## src/rtl/serial_and_reducer.sv

```systemverilog
// ----------------------------------------------------------------------------
// serial_and_reducer
//
// Word-serial AND reduction. Operand words arrive one per cycle on a
// valid/ready stream and are AND-accumulated. After NUM_OPERANDS accepted
// words, one result is offered on a valid/ready output stream.
//
// The result q has the same format as the parallel 8-operand block:
// the upper WIDTH-1 bits are zero, and bit 0 is the AND of every bit of
// every word in the group.
//
// Ports
//   clk        in   1       rising-edge clock
//   rst_n      in   1       asynchronous active-low reset
//   clear      in   1       synchronous abort of partial group and pending result
//   in_valid   in   1       in_data is valid
//   in_ready   out  1       a word can be accepted this cycle (combinational)
//   in_data    in   WIDTH   operand word
//   out_valid  out  1       q holds a completed result
//   out_ready  in   1       consumer takes q this cycle
//   q          out  WIDTH   {WIDTH-1 zeros, AND of the whole group}
//   op_count   out  CNT_W   words accepted so far in the current group
//   acc_zero   out  1       some accumulator bit of the current group is 0
// ----------------------------------------------------------------------------
module serial_and_reducer #(
    parameter  int WIDTH        = 8,
    parameter  int NUM_OPERANDS = 8,
    localparam int CNT_W        = (NUM_OPERANDS > 1) ? $clog2(NUM_OPERANDS) : 1
) (
    input  logic             clk,
    input  logic             rst_n,
    input  logic             clear,
    input  logic             in_valid,
    output logic             in_ready,
    input  logic [WIDTH-1:0] in_data,
    output logic             out_valid,
    input  logic             out_ready,
    output logic [WIDTH-1:0] q,
    output logic [CNT_W-1:0] op_count,
    output logic             acc_zero
);

    typedef enum logic [0:0] {
        ST_ACCUM = 1'b0,
        ST_HOLD  = 1'b1
    } state_e;

    localparam logic [WIDTH-1:0] ACC_ONES  = {WIDTH{1'b1}};
    localparam logic [WIDTH-1:0] RES_ZERO  = {WIDTH{1'b0}};
    localparam logic [CNT_W-1:0] CNT_ZERO  = {CNT_W{1'b0}};
    localparam logic [CNT_W-1:0] CNT_ONE   = CNT_W'(1);
    localparam logic [CNT_W-1:0] CNT_LAST  = CNT_W'(NUM_OPERANDS - 1);

    // Final fold of the last word into the accumulator, packed into q's format.
    function automatic logic [WIDTH-1:0] fold_result(
        input logic [WIDTH-1:0] acc,
        input logic [WIDTH-1:0] word
    );
        return {{(WIDTH-1){1'b0}}, &(acc & word)};
    endfunction

    state_e           state_q,     state_d;
    logic [WIDTH-1:0] acc_q,       acc_d;
    logic [CNT_W-1:0] cnt_q,       cnt_d;
    logic [WIDTH-1:0] result_q,    result_d;
    logic             out_valid_q, out_valid_d;
    logic             acc_zero_q,  acc_zero_d;
    logic             in_ready_s;
    logic             accept_s;

    // Input readiness: only while collecting, and never during an abort.
    always_comb begin
        in_ready_s = (state_q == ST_ACCUM) && !clear;
        accept_s   = in_valid && in_ready_s;
    end

    // Next-state computation; clear overrides every handshake.
    always_comb begin
        state_d     = state_q;
        acc_d       = acc_q;
        cnt_d       = cnt_q;
        result_d    = result_q;
        out_valid_d = out_valid_q;
        if (clear) begin
            state_d     = ST_ACCUM;
            acc_d       = ACC_ONES;
            cnt_d       = CNT_ZERO;
            result_d    = RES_ZERO;
            out_valid_d = 1'b0;
        end else begin
            case (state_q)
                ST_ACCUM: begin
                    // in_data is only looked at on an accept, so an X word
                    // presented without in_valid cannot disturb the state.
                    if (accept_s) begin
                        if (cnt_q == CNT_LAST) begin
                            result_d    = fold_result(acc_q, in_data);
                            out_valid_d = 1'b1;
                            cnt_d       = CNT_ZERO;
                            acc_d       = ACC_ONES;
                            state_d     = ST_HOLD;
                        end else begin
                            acc_d = acc_q & in_data;
                            cnt_d = cnt_q + CNT_ONE;
                        end
                    end else begin
                        acc_d = acc_q;
                    end
                end
                ST_HOLD: begin
                    // q stays as-is after the handshake; only reset/clear zero it.
                    if (out_ready) begin
                        out_valid_d = 1'b0;
                        state_d     = ST_ACCUM;
                    end else begin
                        out_valid_d = 1'b1;
                    end
                end
                default: begin
                    state_d     = ST_ACCUM;
                    acc_d       = ACC_ONES;
                    cnt_d       = CNT_ZERO;
                    out_valid_d = 1'b0;
                end
            endcase
        end
        // Tracks the accumulator it is registered alongside, so it falls back
        // to 0 whenever the accumulator is reloaded with all ones.
        acc_zero_d = ~&acc_d;
    end

    // State and output registers.
    always_ff @(posedge clk or negedge rst_n) begin
        if (!rst_n) begin
            state_q     <= ST_ACCUM;
            acc_q       <= ACC_ONES;
            cnt_q       <= CNT_ZERO;
            result_q    <= RES_ZERO;
            out_valid_q <= 1'b0;
            acc_zero_q  <= 1'b0;
        end else begin
            state_q     <= state_d;
            acc_q       <= acc_d;
            cnt_q       <= cnt_d;
            result_q    <= result_d;
            out_valid_q <= out_valid_d;
            acc_zero_q  <= acc_zero_d;
        end
    end

    assign in_ready  = in_ready_s;
    assign out_valid = out_valid_q;
    assign q         = result_q;
    assign op_count  = cnt_q;
    assign acc_zero  = acc_zero_q;

endmodule

```

## config.mk

```make
export PLATFORM = sky130hd
export DESIGN_NAME = serial_and_reducer
export DESIGN_NICKNAME = d
export VERILOG_FILES = /design/src/rtl/serial_and_reducer.sv
export SDC_FILE = /design/constraint.sdc
export NUM_CORES = 1
export LEC_CHECK = 0
export BUFFER_PORTS_ARGS = -buffer_cell sky130_fd_sc_hd__clkbuf_2
export CORE_MARGIN = 5
export CORE_UTILIZATION = 42
export DETAILED_ROUTE_END_ITERATION = 6
export PLACE_DENSITY_LB_ADDON = 0.2
export SLEW_MARGIN = 30
export SYNTH_ARGS = -nofsm -noshare
export SYNTH_HDL_FRONTEND = slang
export SYNTH_SLANG_ARGS = --single-unit
```

## constraint.sdc

```tcl
create_clock -name clk -period 1.43 [get_ports clk]
set_clock_uncertainty 0.2 [all_clocks]
set_input_delay 0.286 -clock clk [delete_from_list [all_inputs] [get_ports clk]]
set_output_delay 0.286 -clock clk [all_outputs]
set_load 0.05 [all_outputs]
```

==> out/results.tsv, run 1 <==
stage	metric	value	unit
layout	multi_input_area	342	um^2
synth	synth_top_area_share	29.4	%
sta	rsz0062_at_grt	yes	
drt	wl	1.46	mm
synth	synth_edf_count	0	
grt	track_usage	12.3	%
synth	netlist_instances	70	
clocking	path_clk_slew	90	ps
clocking	clk_path_buf_depth	2	
place	place_ws	-168	ps
drt	vias_per_cell	4.83	
floorplanning	fp.dieH	51.2	um
worst_setup_path	r2r-start	acc_q[3]	
drt	drt_first_pass_iters	4	
power	power	0.000965	W
layout	drive_above_1_share	48.1	%
worst_setup_path	r2r-end	q[0]	
grt	antenna_found_initial	0	
status	violations	setup timing	
worst_setup_path	cp.required	1420	ps
power	p_leak	0.482	nW
synth	synthFlopType	dfstp_2	
sta	max_freq	624	MHz
drt	antenna_left	0	
power	powerDensity	926	nW/um^2
clocking	numCtsBuffers	3	
worst_setup_path	crit_arrival	1590	ps
grt	grt_pass1_wl	2.46	mm
power	ir_worst_vdd	0.000593	V
grt	gr-total-overflow	0	
worst_setup_path	worstSetupPathType	flop to flop	
synth	syn_area	714	um^2
layout	n_fill_cell	148	
worst_setup_path	worstSetupStartpointType	flop	
layout	regArea	388	um^2
drt	routedWlPerCell	12.1	um
synth	syn_area_per_cell	10.2	um^2
synth	synth.most_common_cell	nand2_1	
sta	post-route-period-util	112	%
sta	period_needed	1600	ps
synth	ys_types	24	
clocking	cts_tree	built	
layout	area_growth	45.9	%
status	status	finished with violations	
synth	netlist_top_cells_count	nand2_1, o21ai_0, dfstp_2, buf_4, dfrtp_1	
grt	first_global_vias	601	
synth	ys_seq_area_share	53.9	%
sta	hold_viol_final	0	
synth	async_flop_share	100	%
floorplanning	fp-row-count	15	
run	drv_cap	0	
hold_path	worst_hold_path.num_cells	3	
worst_setup_path	reg2regPathDepth	3	
floorplanning	fp.dieArea	2630	um^2
synth	yosys-top-cells-area	dfstp_2, dfrtp_1, buf_4	
floorplanning	start_util	42.8	%
floorplanning	core_area	1670	um^2
drt	vias	584	
synth	yosys_register_bits	15	
grt	grt_max_degree	16	
clocking	insertion_delay	270	ps
worst_setup_path	cp_max_fo	2	
clocking	cts_root_buffer	clkbuf_4	
hold_path	hp-class	primary input to flop	
sta	drv_slew	0	
worst_setup_path	r2r_slack	-170	ps
hold_path	hp-start	in_data[7]	
floorplanning	fp.dieW	51.2	um
worst_setup_path	cp-end-kind	flop	
clocking	clkSinkCount	15	
sta	fin_ws	-173	ps
clocking	h-tree-depth	1	
sta	finalSetupViolCount	4	
drt	first_iter_violations	1	
layout	nNetsFinal	120	
floorplanning	ios	27	
place	hpwl	1.18	mm
place	globalplace.congestion	0.726	
synth	synth_top_cell_by_area	dfstp_2	
layout	diodes	0	
place	port_buffers	19	
hold_path	hold_path_end	acc_q[7]	
drt	route.detailed.drc	0	
synth	yosysWarnings	0	
## state kept, by name, summed over array words and instances (netlist names)
signal     cells
q              1
acc_zero       1
out_valid      1
op_count       3
state_q        1
acc_q          8
## metal layers
layer | wire length (um) | global-route usage, %
met5 | 0 | 0
met4 | 0 | 3.93
met3 | 57 | 2.62
met2 | 749 | 21.5
met1 | 657 | 15.1
## layout by cell type (no fill, tap or decap), drive strengths merged
cell type | synthesis | layout
a211oi | 1 | 1
a21boi | 1 | 1
a21o | 1 | 1
a21oi | 2 | 2
buf | 7 | 13
clkbuf | 0 | 21
conb | 1 | 7
dfrtp | 7 | 7
dfstp | 8 | 8
dlygate4sd3 | 0 | 1
ha | 2 | 2
inv | 1 | 1
nand2 | 13 | 13
nand2b | 2 | 2
nand3 | 2 | 2
nand3b | 1 | 1
nand4 | 4 | 4
nor2 | 1 | 1
nor2b | 1 | 1
nor3b | 1 | 1
o21ai | 10 | 10
o31ai | 2 | 2
or3b | 1 | 1
or4 | 1 | 1
## cell families (layout without fill, tap and decap cells)
| logic type | after synthesis | after routing | share of synthesized area [%] |
|---|---|---|---|
| adders and majority gates | 2 | 2 | 3.50 |
| buffers and inverters | 8 | 36 | 7.88 |
| other | 1 | 7 | 0.525 |
| DFF | 15 | 15 | 53.9 |
| AOI/OAI and AO/OA | 17 | 17 | 14.9 |
| and+or+nand+nor | 27 | 27 | 19.3 |
## through the flow
stage          TNS, ps  cells  utilization, %  area (um^2)  hold slack (ps)
2_1_floorplan     -604     76               -          774             -210
3_3_place_gp      -143    115            54.7          913             14.8
3_5_place_dp      -231    115            54.7          913             15.3
5_1_grt           -894    121            62.4         1040             66.5
6_report          -389    121            62.4         1040             54.6
4_1_cts           -441    121            61.9         1030             54.5
## power breakdown
| part | internal, W | switching, W | leakage, nW |
|---|---|---|---|
| clock network | 0.000108 | 0.000130 | 0.0150 |
| registers | 0.000458 | 0.0000157 | 0.176 |
| logic | 0.000105 | 0.000148 | 0.292 |
## critical path, stage by stage, from the launching register on
cell,delay (ps)
dfstp_2,530
nand4_1,110
or4_1,490
o31ai_2,180
## worst max path at each step
stage | start | to | slack [ps] | depth (start not counted)
2_1_floorplan | op_count[0] | acc_zero | -130 | 4
3_3_place_gp | acc_q[3] | q[0] | -130 | 3
3_5_place_dp | acc_q[3] | q[0] | -170 | 3
4_1_cts | acc_q[7] | q[0] | -190 | 3
5_1_grt | acc_q[6] | q[0] | -230 | 3
6_report | acc_q[3] | q[0] | -170 | 3
## final cells by class
cell class              instances  area share (%)
clock buffers                   4            2.52
multi-input cells              53            32.8
inverters                       1           0.360
well taps                      17            2.04
repair buffers                 31            25.1
flip-flops and latches         15            37.2
## what timing repair did
action,4_1_cts,5_1_grt
hold endpoints to repair,7,0
resized for setup,15,6
pin swaps,3,2
buffers inserted,1,0
hold buffers,1,0
endpoints found under the setup margin,7,17
Power figures use the tool's default switching activity.
==> run 2: changes to the inputs <==
==> constraint.sdc (replaced) <==
create_clock -name clk -period 1.43 [get_ports clk]
set_clock_uncertainty 0.2 [all_clocks]
set_input_delay 0.286 -clock clk [delete_from_list [all_inputs] [get_ports clk]]
set_output_delay 0.286 -clock clk [all_outputs]
set_load 0.005 [all_outputs]
==> out/results.tsv, run 2 (synthesis gave the netlist of run 1 again) <==
stage	metric	value	unit	change
clocking	clkSinkCount	15		unchanged
status	violations	setup timing		
place	globalplace.congestion	0.761		+4.9%
place	port_buffers	19		unchanged
worst_setup_path	worstSetupStartpointType	flop		
sta	drv_slew	0		unchanged
drt	antenna_left	0		unchanged
power	powerDensity	866	nW/um^2	-6.4%
sta	period_needed	1610	ps	+11.0 ps
hold_path	hp-class	primary input to flop		
layout	largest_reg_flops	8		unchanged
sta	hold_viol_final	0		unchanged
drt	route.detailed.drc	0		unchanged
sta	finalSetupViolCount	4		unchanged
worst_setup_path	slowest_delay	530	ps	about the same
grt	grt_pass1_wl	2.66	mm	+8.1%
clocking	path_clk_slew	90	ps	about the same
worst_setup_path	cp_max_fo	2		unchanged
floorplanning	fp-row-count	15		unchanged
clocking	insertion_delay	280	ps	about the same
drt	drt_first_pass_iters	3		-1
grt	grt_max_degree	16		unchanged
drt	vias_per_cell	4.94		+2.4%
power	p_leak	0.478	nW	-0.88%
floorplanning	fp.dieH	51.2	um	unchanged
grt	antenna_found_initial	0		unchanged
layout	max_flop_register	acc_q		
grt	gr-total-overflow	0		unchanged
layout	diodes	0		unchanged
floorplanning	start_util	42.8	%	unchanged
worst_setup_path	cp_cell_sequence	nand4_1 -> or4_1 -> o31ai_2		
floorplanning	fp.dieArea	2630	um^2	unchanged
status	status	finished with violations		
sta	post-route-period-util	113	%	+0.77 points
floorplanning	fp.dieW	51.2	um	unchanged
layout	layout_commonest_cell	clkbuf_2		
power	ir_worst_vdd	0.000601	V	+1.4%
run	drv_cap	0		unchanged
floorplanning	core_area	1670	um^2	unchanged
sta	fin_ws	-184	ps	-11.0 ps
grt	first_global_vias	619		+3.0%
place	hpwl	1.21	mm	+2.0%
grt	track_usage	14.0	%	+1.7 points
layout	mostFrequentLayoutCells	clkbuf_2, nand2_1, buf_4, o21ai_0, dfstp_2		
clocking	numCtsBuffers	3		unchanged
worst_setup_path	crit_arrival	1610	ps	+20 ps
layout	drive_above_1_share	48.1	%	about the same
sta	max_freq	619	MHz	-0.68%
place	place_area	886	um^2	-3.0%
layout	final_area	997	um^2	-4.3%
drt	wl	1.56	mm	+6.8%
worst_setup_path	cp.required	1430	ps	about the same
floorplanning	ios	27		unchanged
layout	nNetsFinal	122		+1.7%
power	power	0.000864	W	-10%
layout	area_growth	39.6	%	
sta	rsz0062_at_grt	yes		
drt	first_iter_violations	3		+2
clocking	h-tree-depth	1		unchanged
clocking	cts_root_buffer	clkbuf_4		
drt	vias	608		+4.1%
worst_setup_path	critPathSlowestCell	dfstp_2		
worst_setup_path	r2r_slack	-180	ps	about the same
clocking	cts_tree	built		
drt	routedWlPerCell	12.7	um	+5.0%
clocking	clk_path_buf_depth	2		unchanged
worst_setup_path	worstSetupPathType	flop to flop		
worst_setup_path	cp-end-kind	flop		
==> run 2: power breakdown <==
part / leakage [nW] / total (W) / switching [W] / internal, W
registers: 0.178 / 0.000472 / 0.0000152 / 0.000457
clock network: 0.0150 / 0.000235 / 0.000127 / 0.000108
logic: 0.285 / 0.000156 / 0.0000735 / 0.0000829
total: 0.478 / 0.000864 / 0.000216 / 0.000648
==> run 2: worst paths after layout <==
path	from	to	cells past startpoint
setup / recovery	acc_q[7]	q[0]	3
setup reg to reg	acc_q[7]	q[0]	3
hold / removal	in_data[1]	acc_q[1]	3
min in group asynchronous	rst_n	op_count[0]	2
hold reg to reg	acc_q[1]	acc_q[1]	2
max in group asynchronous	rst_n	acc_q[0]	2
==> run 2: timing repair <==
item / 4_1_cts / 5_1_grt
hold buffers: 1 / 0
endpoints found under the hold margin: 7 / 0
setup buffers: 1 / 2
pin swaps: 2 / 3
resized for setup: 9 / 5
endpoints found under the setup margin: 12 / 16
==> run 2: metal layers <==
metal	part of all wire (%)	routed length [um]	track usage [%]	up-vias
li1	-	-	-	305
met1	39	616	15.2	285
met2	54	842	24.9	16
met3	6.1	95	6.41	2
met4	0.58	9	2.62	0
met5	0	0	0	-
==> run 2: metrics by stage <==
stage / util (%) / setup TNS [ps] / instances / hold WS [ps] / setup WS [ps]
3_5_place_dp: 53.0 / -352 / 115 / 16.8 / -175
3_3_place_gp: 53.0 / -187 / 115 / 16.4 / -132
2_1_floorplan: - / -145 / 76 / -210 / -104
4_1_cts: 57.5 / -275 / 121 / 42.4 / -188
6_report: 59.7 / -357 / 123 / 53.2 / -184
5_1_grt: 59.7 / -1020 / 123 / 59.2 / -241
==> run 2: worst max-delay path, delay by kind of cell, from the launching register on <==
| kind | cells | cell delay (ps) |
|---|---|---|
| simple gates | 2 | 620 |
| flops | 1 | 530 |
| compound gates | 1 | 190 |
==> run 2: cell type report <==
type                       instances  area (um^2)
multi-input combinational         53          347
timing repair buffer              33          214
sequential                        15          385
inverter                           1         3.75
clock buffer                       4         26.3
tap                               17         21.3
fill                             154          673
==> run 3: changes to the inputs <==
--- a/config.mk
+++ b/config.mk
@@ -7,7 +7,7 @@
 export LEC_CHECK = 0
 export BUFFER_PORTS_ARGS = -buffer_cell sky130_fd_sc_hd__clkbuf_2
 export CORE_MARGIN = 5
-export CORE_UTILIZATION = 42
+export CORE_UTILIZATION = 50
 export DETAILED_ROUTE_END_ITERATION = 6
 export PLACE_DENSITY_LB_ADDON = 0.2
 export SLEW_MARGIN = 30
==> constraint.sdc (replaced) <==
create_clock -name clk -period 1.91 [get_ports clk]
set_clock_uncertainty 0.2 [all_clocks]
set_input_delay 0.382 -clock clk [delete_from_list [all_inputs] [get_ports clk]]
set_output_delay 0.382 -clock clk [all_outputs]
set_load 0.005 [all_outputs]
==> out/results.tsv, run 3 (synthesis gave the netlist of run 1 again) <==
stage	metric	value	unit	change
power	p_leak	0.412	nW	-14%
run	drv_cap	0		unchanged
power	ir_worst_vdd	0.000480	V	-20%
clocking	cts_tree	built		
sta	drv_slew	0		unchanged
clocking	h-tree-depth	1		unchanged
sta	fin_hold_ws	164	ps	+111 ps
sta	period_needed	1640	ps	+28.5 ps
place	hpwl	1.11	mm	-7.7%
status	status	finished clean		
drt	route.detailed.drc	0		unchanged
sta	max_freq	609	MHz	-1.7%
worst_setup_path	cp-end-kind	flop		
worst_setup_path	cp_max_fo	2		unchanged
sta	slew_headroom	62.8	%	
floorplanning	fp.dieH	47.8	um	-6.7%
power	powerDensity	718	nW/um^2	-17%
power	power	0.000604	W	-30%
hold_path	hp-class	primary input to flop		
drt	vias	577		-5.1%
layout	diodes	0		unchanged
drt	first_iter_violations	19		+16
clocking	clkSinkCount	15		unchanged
floorplanning	start_util	53.6	%	+11 points
layout	layout_commonest_cell	clkbuf_2		
floorplanning	fp.dieW	47.8	um	-6.7%
place	globalplace.congestion	0.699		-8.2%
drt	vias_per_cell	5.29		+7.1%
worst_setup_path	worstSetupStartpointType	flop		
layout	final_area	842	um^2	-16%
layout	n_fill_cell	121		-21%
sta	fin_setup_tns	0	ps	+357 ps
layout	max_flop_register	acc_q		
worst_setup_path	cp.required	1890	ps	+460 ps
layout	area_growth	17.9	%	
grt	track_usage	15.1	%	+1.1 points
drt	antenna_left	0		unchanged
layout	drive_above_1_share	36.2	%	-12 points
sta	finalSetupViolCount	0		-4
grt	grt_pass1_wl	2.39	mm	-10%
drt	wl	1.40	mm	-10%
clocking	insertion_delay	270	ps	about the same
grt	antenna_found_initial	0		unchanged
layout	nNetsFinal	110		-9.8%
drt	drt_first_pass_iters	4		+1
grt	first_global_vias	564		-8.9%
clocking	cts_root_buffer	clkbuf_4		
layout	mostFrequentLayoutCells	clkbuf_2, nand2_1, o21ai_0, dfstp_2		
place	port_buffers	19		unchanged
sta	post-route-period-util	86.0	%	-27 points
worst_setup_path	worstSetupPathType	flop to flop		
worst_setup_path	crit_arrival	1620	ps	about the same
sta	worstMarginPinSlew	556	ps	
floorplanning	ios	27		unchanged
grt	gr-total-overflow	0		unchanged
floorplanning	fp-row-count	13		-2
floorplanning	fp.dieArea	2280	um^2	-13%
sta	hold_viol_final	0		unchanged
clocking	numCtsBuffers	3		unchanged
grt	grt_max_degree	16		unchanged
sta	rsz0062_at_grt	no		
layout	finalCoreUtilization	63.1	%	+3.4 points
floorplanning	core_area	1330	um^2	-20%
drt	routedWlPerCell	12.9	um	+1.2%
place	place_area	806	um^2	-9.0%
clocking	clk_path_buf_depth	2		unchanged
layout	largest_reg_flops	8		unchanged
clocking	path_clk_slew	90	ps	about the same
## run 3: cell types whose count changed in the layout (fill, tap and decap cells not counted), moves of 2 or more
| cell | before | now |
|---|---|---|
| buf_6 | 3 | 0 |
| buf_4 | 10 | 1 |
| o21ai_1 | 2 | 0 |
| ha_1 | 0 | 2 |
| ha_4 | 2 | 0 |
| o21ai_0 | 8 | 10 |
## run 3: area by class of cell
| cell class | instances | area, um^2 | share of cell area [%] |
|---|---|---|---|
| multi-input combinational | 53 | 295 | 35.1 |
| sequential | 15 | 385 | 45.8 |
| clock buffer | 4 | 26.3 | 3.12 |
| inverter | 1 | 3.75 | 0.446 |
| timing repair buffer | 21 | 113 | 13.4 |
| tap | 15 | 18.8 | 2.23 |
## run 3: per-layer routing
metal	share of wire (%)	wire length, um	vias to the layer above	GRT usage (%)
met5	0	0	-	0
met4	0.86	12	0	4.84
met3	9.1	128	2	3.38
met2	50	706	25	26.6
met1	40	554	269	18.0
li1	-	-	281	-
## run 3: report_power, final
part           internal [W]  switching (W)
Clock             0.0000807      0.0000926
Combinational     0.0000333      0.0000450
Sequential         0.000342      0.0000107
## run 3: critical path, stage by stage (launching register included)
cell and delay, ps:
dfstp_2 540, nand4_1 110, or4_1 500, o31ai_2 210
## run 3: stage by stage
stage,worst slack [ps],cells
floorplan,328,76
global placement,283,104
detailed placement,231,104
CTS,240,109
global route,169,109
finish,267,109
## run 3: final timing paths
kind                            start        end  slack (ps)  cells past startpoint
max                          acc_q[0]       q[0]         270                      3
min                        in_data[2]   acc_q[2]         160                      3
max reg2reg                  acc_q[0]       q[0]         270                      3
min reg2reg                 out_valid  out_valid         280                      1
max in group asynchronous       rst_n   acc_q[1]         870                      2
min in group asynchronous       rst_n  out_valid         340                      2
## run 3: timing repair
item,CTS,global route
gates resized for setup,0,0
hold buffers,1,0
endpoints found under the setup margin,0,0
buffers inserted,0,0
endpoints found under the hold margin,7,0
